`src/rtl/lsu_lockstep_ctrl_pkg.sv`:
```
// -----------------------------------------------------------------------------
// lsu_lockstep_ctrl_pkg
//   Shared definitions for the LSU lockstep controller: the FSM state
//   encoding, the default parameter values and a small decode helper.
//
//   States are 2 bits wide. 2'b11 is never entered, but if it ever shows
//   up (for example after an upset) it behaves exactly like ERROR.
// -----------------------------------------------------------------------------
package lsu_lockstep_ctrl_pkg;

    typedef enum logic [1:0] {
        LKSTP_EMPTY = 2'b00,
        LKSTP_FULL  = 2'b01,
        LKSTP_ERROR = 2'b10
    } lkstp_state_e;

    localparam int LKSTP_SIGW_DFLT    = 32;
    localparam int LKSTP_TIMEOUT_DFLT = 64;
    localparam int LKSTP_CNTW_DFLT    = 8;

    // True for ERROR and for the unused 2'b11 code, which is folded onto ERROR.
    function automatic logic lkstp_is_error(input logic [1:0] st);
        return st[1];
    endfunction

endpackage

```
`src/rtl/lsu_lockstep_ctrl_dfflr.sv`:
```
// -----------------------------------------------------------------------------
// lsu_lockstep_ctrl_dfflr
//   Generic load-enabled flop bank with an asynchronous active-low reset
//   to zero. All datapath state in the lockstep controller is built from it.
//
// Ports
//   clk    in   1    clock
//   rst_n  in   1    async active-low reset, clears qout to 0
//   lden   in   1    load enable
//   dnxt   in   DW   next value, captured when lden=1
//   qout   out  DW   registered value
// -----------------------------------------------------------------------------
module lsu_lockstep_ctrl_dfflr #(
    parameter int DW = 1
) (
    input  logic          clk,
    input  logic          rst_n,
    input  logic          lden,
    input  logic [DW-1:0] dnxt,
    output logic [DW-1:0] qout
);

    // Hold the value unless loaded; reset drops straight to zero.
    always_ff @(posedge clk or negedge rst_n) begin
        if (!rst_n) begin
            qout <= '0;
        end else if (lden) begin
            qout <= dnxt;
        end
    end

endmodule

```
`src/rtl/lsu_lockstep_ctrl.sv`:
```
// -----------------------------------------------------------------------------
// lsu_lockstep_ctrl
//   Sequences the redundant-core LSU result buffer. Each main-core LSU event
//   is held (by its signature) until the redundant core replays and consumes
//   it; the two signatures are then compared. A mismatch, or the redundant
//   core failing to consume within TIMEOUT cycles, raises a sticky error
//   that only clr_err removes.
//
// Parameters
//   SIGW     width of the event signature
//   TIMEOUT  cycles allowed in FULL before the redundant core must consume
//   CNTW     width of the timeout counter and of mis_cnt; 2**CNTW > TIMEOUT
//
// Ports
//   clk          in   1     core clock
//   rst_n        in   1     async active-low reset
//   main_evt     in   1     main-core LSU event handshake this cycle
//   main_sig     in   SIGW  signature of the main-core event
//   main_stall   out  1     backpressure to main-core LSU issue
//   buf_lden     out  1     load enable to the LSU result buffer
//   red_evt      in   1     redundant core consumed the buffered event
//   red_sig      in   SIGW  signature of the redundant-core event
//   clr_err      in   1     pulse: leave ERROR
//   lkstp_err    out  1     sticky error (mismatch or timeout)
//   err_timeout  out  1     cause while lkstp_err=1: 1 timeout, 0 mismatch
//   mis_cnt      out  CNTW  saturating count of error entries
//
// Configuration
//   E203_LOCKSTEP_MISMATCH_CNT_EN
//     defined:   mis_cnt counts every entry into ERROR, saturating at all-ones.
//     undefined: mis_cnt is tied to zero and no counter flops exist.
// -----------------------------------------------------------------------------
module lsu_lockstep_ctrl
    import lsu_lockstep_ctrl_pkg::*;
#(
    parameter int SIGW    = LKSTP_SIGW_DFLT,
    parameter int TIMEOUT = LKSTP_TIMEOUT_DFLT,
    parameter int CNTW    = LKSTP_CNTW_DFLT
) (
    input  logic            clk,
    input  logic            rst_n,
    input  logic            main_evt,
    input  logic [SIGW-1:0] main_sig,
    output logic            main_stall,
    output logic            buf_lden,
    input  logic            red_evt,
    input  logic [SIGW-1:0] red_sig,
    input  logic            clr_err,
    output logic            lkstp_err,
    output logic            err_timeout,
    output logic [CNTW-1:0] mis_cnt
);

    lkstp_state_e    state_q;
    lkstp_state_e    state_d;

    logic [SIGW-1:0] sig_q;
    logic            sig_ld;

    logic [CNTW-1:0] tmo_q;
    logic [CNTW-1:0] tmo_nxt;
    logic            tmo_ld;

    logic            err_set;
    logic            err_cause_tmo;
    logic            err_clr;

    logic            sig_match;
    logic            tmo_at_limit;

    // The stored signature is only meaningful against red_sig while red_evt
    // is high; every use below is qualified by red_evt.
    assign sig_match    = (sig_q == red_sig);
    assign tmo_at_limit = (tmo_q == CNTW'(TIMEOUT - 1));

    // State register.
    always_ff @(posedge clk or negedge rst_n) begin
        if (!rst_n) begin
            state_q <= LKSTP_EMPTY;
        end else begin
            state_q <= state_d;
        end
    end

    // Next-state logic plus the load strobes for the signature, the timeout
    // counter and the error flags. A matching consume coinciding with a new
    // main event refills the slot in the same cycle so the pipeline sees no
    // bubble. Anything that is not EMPTY or FULL is treated as ERROR.
    always_comb begin
        state_d       = state_q;
        sig_ld        = 1'b0;
        tmo_ld        = 1'b0;
        tmo_nxt       = '0;
        err_set       = 1'b0;
        err_cause_tmo = 1'b0;
        err_clr       = 1'b0;

        case (state_q)
            LKSTP_EMPTY: begin
                if (main_evt) begin
                    sig_ld  = 1'b1;
                    tmo_ld  = 1'b1;
                    state_d = LKSTP_FULL;
                end
            end

            LKSTP_FULL: begin
                if (red_evt) begin
                    if (sig_match) begin
                        if (main_evt) begin
                            sig_ld = 1'b1;
                            tmo_ld = 1'b1;
                        end else begin
                            state_d = LKSTP_EMPTY;
                        end
                    end else begin
                        state_d = LKSTP_ERROR;
                        err_set = 1'b1;
                    end
                end else if (tmo_at_limit) begin
                    state_d       = LKSTP_ERROR;
                    err_set       = 1'b1;
                    err_cause_tmo = 1'b1;
                end else begin
                    tmo_ld  = 1'b1;
                    tmo_nxt = tmo_q + CNTW'(1);
                end
            end

            default: begin
                if (clr_err) begin
                    state_d = LKSTP_EMPTY;
                    err_clr = 1'b1;
                end
            end
        endcase
    end

    // Outputs to the main core and the result buffer. In FULL the main core
    // may only advance in a cycle where the slot is being consumed, and a
    // main_evt it raises anyway is ignored (no lden, no capture).
    always_comb begin
        main_stall = 1'b1;
        buf_lden   = 1'b0;

        if (lkstp_is_error(state_q)) begin
            main_stall = 1'b1;
            buf_lden   = 1'b0;
        end else if (state_q == LKSTP_FULL) begin
            main_stall = ~red_evt;
            buf_lden   = red_evt & sig_match & main_evt;
        end else begin
            main_stall = 1'b0;
            buf_lden   = main_evt;
        end
    end

    // Signature of the event currently held for the redundant core.
    lsu_lockstep_ctrl_dfflr #(.DW(SIGW)) u_sig_dff (
        .clk   (clk),
        .rst_n (rst_n),
        .lden  (sig_ld),
        .dnxt  (main_sig),
        .qout  (sig_q)
    );

    // Cycles spent in FULL without consumption; restarted on every capture.
    lsu_lockstep_ctrl_dfflr #(.DW(CNTW)) u_tmo_dff (
        .clk   (clk),
        .rst_n (rst_n),
        .lden  (tmo_ld),
        .dnxt  (tmo_nxt),
        .qout  (tmo_q)
    );

    // Sticky error flag and its cause; both set on entry to ERROR and
    // cleared only when clr_err takes the FSM out of ERROR.
    lsu_lockstep_ctrl_dfflr #(.DW(1)) u_err_dff (
        .clk   (clk),
        .rst_n (rst_n),
        .lden  (err_set | err_clr),
        .dnxt  (err_set),
        .qout  (lkstp_err)
    );

    lsu_lockstep_ctrl_dfflr #(.DW(1)) u_err_tmo_dff (
        .clk   (clk),
        .rst_n (rst_n),
        .lden  (err_set | err_clr),
        .dnxt  (err_set & err_cause_tmo),
        .qout  (err_timeout)
    );

`ifdef E203_LOCKSTEP_MISMATCH_CNT_EN
    logic [CNTW-1:0] cnt_q;

    // Error-entry counter; it stops at all-ones and survives clr_err.
    lsu_lockstep_ctrl_dfflr #(.DW(CNTW)) u_cnt_dff (
        .clk   (clk),
        .rst_n (rst_n),
        .lden  (err_set & ~(&cnt_q)),
        .dnxt  (cnt_q + CNTW'(1)),
        .qout  (cnt_q)
    );

    assign mis_cnt = cnt_q;
`else
    assign mis_cnt = '0;
`endif

endmodule

```
`config.mk`:
```
export PLATFORM = sky130hd
export DESIGN_NAME = lsu_lockstep_ctrl
export DESIGN_NICKNAME = d
export VERILOG_FILES = /design/src/rtl/lsu_lockstep_ctrl_pkg.sv /design/src/rtl/lsu_lockstep_ctrl_dfflr.sv /design/src/rtl/lsu_lockstep_ctrl.sv
export SDC_FILE = /design/constraint.sdc
export NUM_CORES = 1
export LEC_CHECK = 0
export BUFFER_PORTS_ARGS = -buffer_cell sky130_fd_sc_hd__buf_2
export CAP_MARGIN = 20
export CORE_MARGIN = 5
export CORE_UTILIZATION = 40
export DETAILED_ROUTE_END_ITERATION = 8
export PLACE_DENSITY_LB_ADDON = 0.05
export REMOVE_ABC_BUFFERS = 1
export SETUP_SLACK_MARGIN = 0.5
export SLEW_MARGIN = 15
export SYNTH_ARGS = -nofsm -noshare
export SYNTH_HDL_FRONTEND = slang
export SYNTH_SLANG_ARGS = --single-unit
```
`constraint.sdc`:
```
create_clock -name clk -period 2.2 [get_ports clk]
set_input_delay 0.11 -clock clk [delete_from_list [all_inputs] [get_ports clk]]
set_output_delay 0.11 -clock clk [all_outputs]
set_load 0.005 [all_outputs]
```
# Word-level counts from Yosys, hierarchy flattened
# Cells that the tools add are included.
# classes
n_mux,29
eq_ne,6
bitwise_logic,5
reduce_logical,4
add_sub_neg,1
# ops
cell,n
== test 32 bit,1
2-to-1 mux 8 bit,3
2-to-1 mux 1 bit,17
2-to-1 mux 2 bit,6
adder 8 x 1 -> 8 bit (second input constant),1
== test 8 x 6 -> 1 bit (second input constant),1
inequality test 4 bit (second input constant),1
case mux 1 bit (2 select lines),2
case mux 2 bit (2 select lines),1
AND reduction 4 bit,1
bitwise AND 1 bit,3
inequality test 3 bit (second input constant),1
nonzero test 3 bit,1
== test 2 x 1 -> 1 bit (second input constant),1
logical NOT 2 bit,1
inequality test 2 bit (second input constant),1
OR reduction 2 bit,1
NOT 1 bit,1
bitwise OR 1 bit,1
# word_totals
in_bits,69
ff_bits,44
wordCells,50
output_inout_bits,12

# Logic depth before layout (Yosys ltp)
# logic_depth
ltp_word,5
ltp_mapped,9
depth_no_buf,7

# Cells and area by module
# Synthesis repeated with hierarchy kept, for this count alone.
# hier_totals
hier_cells,196
area_unflattened_um2,2553.7
# by_module_without_submodules
module,cells_per_inst,instances,seq_area_each_um2,area_per_inst_um2
lsu_lockstep_ctrl_dfflr at u_sig_dff,68,1,800.8,1345.0
lsu_lockstep_ctrl,107,1,50.0,797.0
lsu_lockstep_ctrl_dfflr at u_tmo_dff,17,1,200.2,331.6
lsu_lockstep_ctrl_dfflr at u_err_dff ...,2,2,25.0,40.0

# Worst setup path before layout
# OpenSTA, ideal clock, no wires.
# synth_timing
path_type,flip-flop to flip-flop
start,reg u_sig_dff.qout[13]
end,reg u_sig_dff.qout[10]
path_buffers,2
arrival_time_ns,1.891
required_time_ns,2.075
setup_time_ns,0.125
setup_slack_ns,0.184
synth_period_minus_slack_ns,2.016
stages_incl_launch_ff,10
cell_sequence,dfrtp_1 > xnor2_1 > nand4_1 > nor4_2 > a31oi_1 > or2_1 > buf_6 > inv_12 > buf_12 > mux2_4
# synth_via
elab_chain_len,4
# synth_rtl
item,line,source
start: declaration,lsu_lockstep_ctrl_dfflr.sv:20,output logic [DW-1:0] qout
start signal: assignment,lsu_lockstep_ctrl_dfflr.sv:28,qout <= dnxt;
== test 32 bit,lsu_lockstep_ctrl.sv:73,assign sig_match = (sig_q == red_sig);
2-to-1 mux 1 bit,lsu_lockstep_ctrl.sv:109,if (sig_match) begin
2-to-1 mux 1 bit,lsu_lockstep_ctrl.sv:108,if (red_evt) begin
case mux 1 bit (2 select lines),lsu_lockstep_ctrl.sv:98,case (state_q)
# No other way between the ends.
# A chain may end at the register's enable or synchronous reset.

# Worst setup path after layout
# layout_timing
start,reg u_sig_dff.qout[6]
end,reg u_tmo_dff.qout[5]
# layout_via
elab_chain_len,4
# layout_rtl
item,line
== test 32 bit,lsu_lockstep_ctrl.sv:73
2-to-1 mux 1 bit,lsu_lockstep_ctrl.sv:109
2-to-1 mux 1 bit,lsu_lockstep_ctrl.sv:108
case mux 1 bit (2 select lines),lsu_lockstep_ctrl.sv:98
end signal: assignment,lsu_lockstep_ctrl_dfflr.sv:28
end: declaration,lsu_lockstep_ctrl_dfflr.sv:20
# No other way between the ends.

==> flow_summary.json <==
{
  "outcome": "completed",
  "place_hpwl_mm": 3.63,
  "via_per_inst": 4.72,
  "async_flop_share": 1.00,
  "clk_path_buf_depth": 2,
  "cts_tree": "yes",
  "place_congestion": 0.734,
  "yosys.area.top_type": "dfrtp_1",
  "fin_area_mm2": 0.00309,
  "drive_gt1_frac": 0.519,
  "maxCapViolations": 0,
  "setup_violations": 0,
  "worst_slew_pin_slew_ns": 0.558,
  "hold_class": "in2reg",
  "nets": 358,
  "avgSynthCellArea_um2": 12.6,
  "antenna_left": 0,
  "relSlewSlack": 0.628,
  "grt_pass1_wl_mm": 8.29,
  "reg2reg_to": "u_tmo_dff.qout[5]",
  "ir_drop_uv": 580,
  "rr_worst_depth": 7,
  "ys_seq_area_frac": 0.459,
  "synth_area_mm2": 0.00240,
  "n_antenna_cell": 0,
  "start_kind": "flip-flop",
  "worstSetupEndpointType": "flip-flop",
  "placed_cells": 341,
  "fin_skew_ns": 0.0128,
  "start_util": 0.408,
  "grt_usage": 0.142,
  "vias": 1708,
  "synth_ff_type": "dfrtp_1",
  "cts_made_buffers": 5,
  "whs_endpoint": "u_sig_dff.qout[6]",
  "antenna_found_initial": 0,
  "ys_types": 34,
  "io_pins": 81,
  "port_buffers": 72,
  "regToRegStartpoint": "u_sig_dff.qout[6]",
  "routed_wl_mm": 5.16,
  "fp-row-count": 28,
  "fmax_mhz": 468,
  "critPathKind": "reg2reg",
  "place_area_mm2": 0.00281,
  "dr.pass1.iters": 4,
  "die_w_um": 87.5,
  "yosysTopAreaCellShare": 0.459,
  "die_h_um": 87.5,
  "clkSinkCount": 44,
  "grt_pass1_vias": 1767,
  "dieArea_mm2": 0.00765,
  "avgRoutedWirePerCell_um": 14.2,
  "worstHoldStart": "main_sig[6]",
  "layoutNonFillerInstCount": 362,
  "clkLatencyLatePin_ns": 0.30,
  "synth_commonest_cells": "dfrtp_1 (44), xnor2_1 (32), mux2_4 (27)",
  "total_leakage_power_nw": 1.45,
  "core_mm2": 0.00589,
  "grt_overflow": 0,
  "drv_slew": 0,
  "yosys.cell_count.top_type": "dfrtp_1",
  "yosysWarnings": 0,
  "fin_crit_sh": 0.971,
  "synth.area.top_cells": "dfrtp_1 (46%), mux2_4 (17%), xnor2_1 (12%), buf_12 (2.5%), buf_4 (2.5%)",
  "final-hold-violation-count": 0,
  "cts_root_buf": "clkbuf_8",
  "crit_required_ns": 2.38,
  "power_density_mw_per_mm2": 1180,
  "rsz0062_at_grt": "true",
  "ys_ff_latch": 44,
  "synth_edf_count": 0,
  "worstPathArrival_ns": 2.32,
  "min_path_cells": 2,
  "reg2reg_slack_ns": 0.06,
  "period_needed_ns": 2.14,
  "drt_iter0_drc": 79,
  "synthCells": 191,
  "drc": 0,
  "clk_pin_slew_worst_paths_ns": 0.09,
  "grt_max_degree": 45,
  "syn_to_final_growth_pct": 28.8,
  "h-tree-depth": 2,
  "cp_max_fo": 5
}
[worst max-delay path by stage]
| stage | end | slack (ns) | from | depth (start not counted) |
|---|---|---|---|---|
| after floorplan | u_sig_dff.qout[0] | 0.11 | u_sig_dff.qout[13] | 7 |
| after global placement | u_sig_dff.qout[28] | -0.06 | u_sig_dff.qout[25] | 7 |
| after detailed placement | u_sig_dff.qout[28] | -0.10 | u_sig_dff.qout[25] | 7 |
| after CTS | buf_lden | 0.01 | u_sig_dff.qout[13] | 7 |
| after global routing | buf_lden | -0.10 | u_sig_dff.qout[6] | 7 |
| final | u_tmo_dff.qout[5] | 0.06 | u_sig_dff.qout[6] | 7 |
[cells in the final DEF (no fill, tap or decap), types with 7 or more instances in the layout]
cell / instances
nand4_1: 7
nand2_1: 14
mux2_4: 27
xnor2_1: 32
dfrtp_1: 44
buf_2: 72
conb_1: 8
buf_4: 19
[routing by layer]
| metal | GRT usage | routed length [µm] |
|---|---|---|
| met2 | 0.212 | 2380 |
| met3 | 0.0350 | 332 |
| met4 | 0.0460 | 71 |
| met5 | 0 | 0 |
| met1 | 0.202 | 2370 |
[per-stage QoR]
stage	util	setup WS (ns)	TNS, ns	hold WS, ns	total power (W)
2_1_floorplan	-	0.109	0	-0.186	0.00244
3_3_place_gp	0.478	-0.0585	-0.769	0.235	0.00280
3_5_place_dp	0.478	-0.101	-1.79	0.230	0.00283
4_1_cts	0.514	0.00981	0	0.0310	0.00358
5_1_grt	0.525	-0.102	-1.93	0.0206	0.00389
6_report	0.525	0.0642	0	0.0294	0.00364
[area by class of cell]
type	instances	area [µm²]
inverter	4	31.3
tap	75	93.8
clock buffer	5	68.8
multi-input combinational	137	1200
timing repair inverter	1	11.3
sequential	44	1100
timing repair buffer	95	556
fill	547	2800
clock inverter	1	30.0
[critical path: stages (launching register included)]
cell	delay (ns)
dfrtp_1	0.41
xnor2_1	0.14
nand4_1	0.14
nor4_2	0.31
a31oi_1	0.15
or2_4	0.33
buf_4	0.18
a311o_2	0.35
[repair_timing]
action                                  CTS  global route
cloned                                    1             0
hold buffers                              1             0
endpoints found under the setup margin   43            45
pin swaps                                 4             7
endpoints found under the hold margin    44             0
resized for setup                         7             9
setup buffers                             8             5
[logic make-up after synthesis]
group / Yosys count / share of synthesized area
and+or+nand+nor: 45 / 0.0996
DFF: 44 / 0.459
muxes: 34 / 0.201
xor gates and xnor gates: 32 / 0.117
AOI/OAI and AO/OA: 17 / 0.0490
buffers and inverters: 17 / 0.0683
adders and majority gates: 1 / 0.00521
other: 1 / 0.00156
[report_power, final]
| part | switching [W] | total (W) | leakage (nW) | internal [W] |
|---|---|---|---|---|
| logic | 0.000571 | 0.00161 | 0.870 | 0.00104 |
| clock network | 0.000275 | 0.000601 | 0.0501 | 0.000326 |
| registers | 0.000269 | 0.00143 | 0.535 | 0.00116 |
| total | 0.00111 | 0.00364 | 1.45 | 0.00252 |
[registers in the layout, summed over array words and instances (netlist names)]
signal and count:
state_q 2, u_sig_dff.qout 32, u_tmo_dff.qout 8, u_err_tmo_dff.qout 1, u_err_dff.qout 1
(Power assumes the default switching activity.)
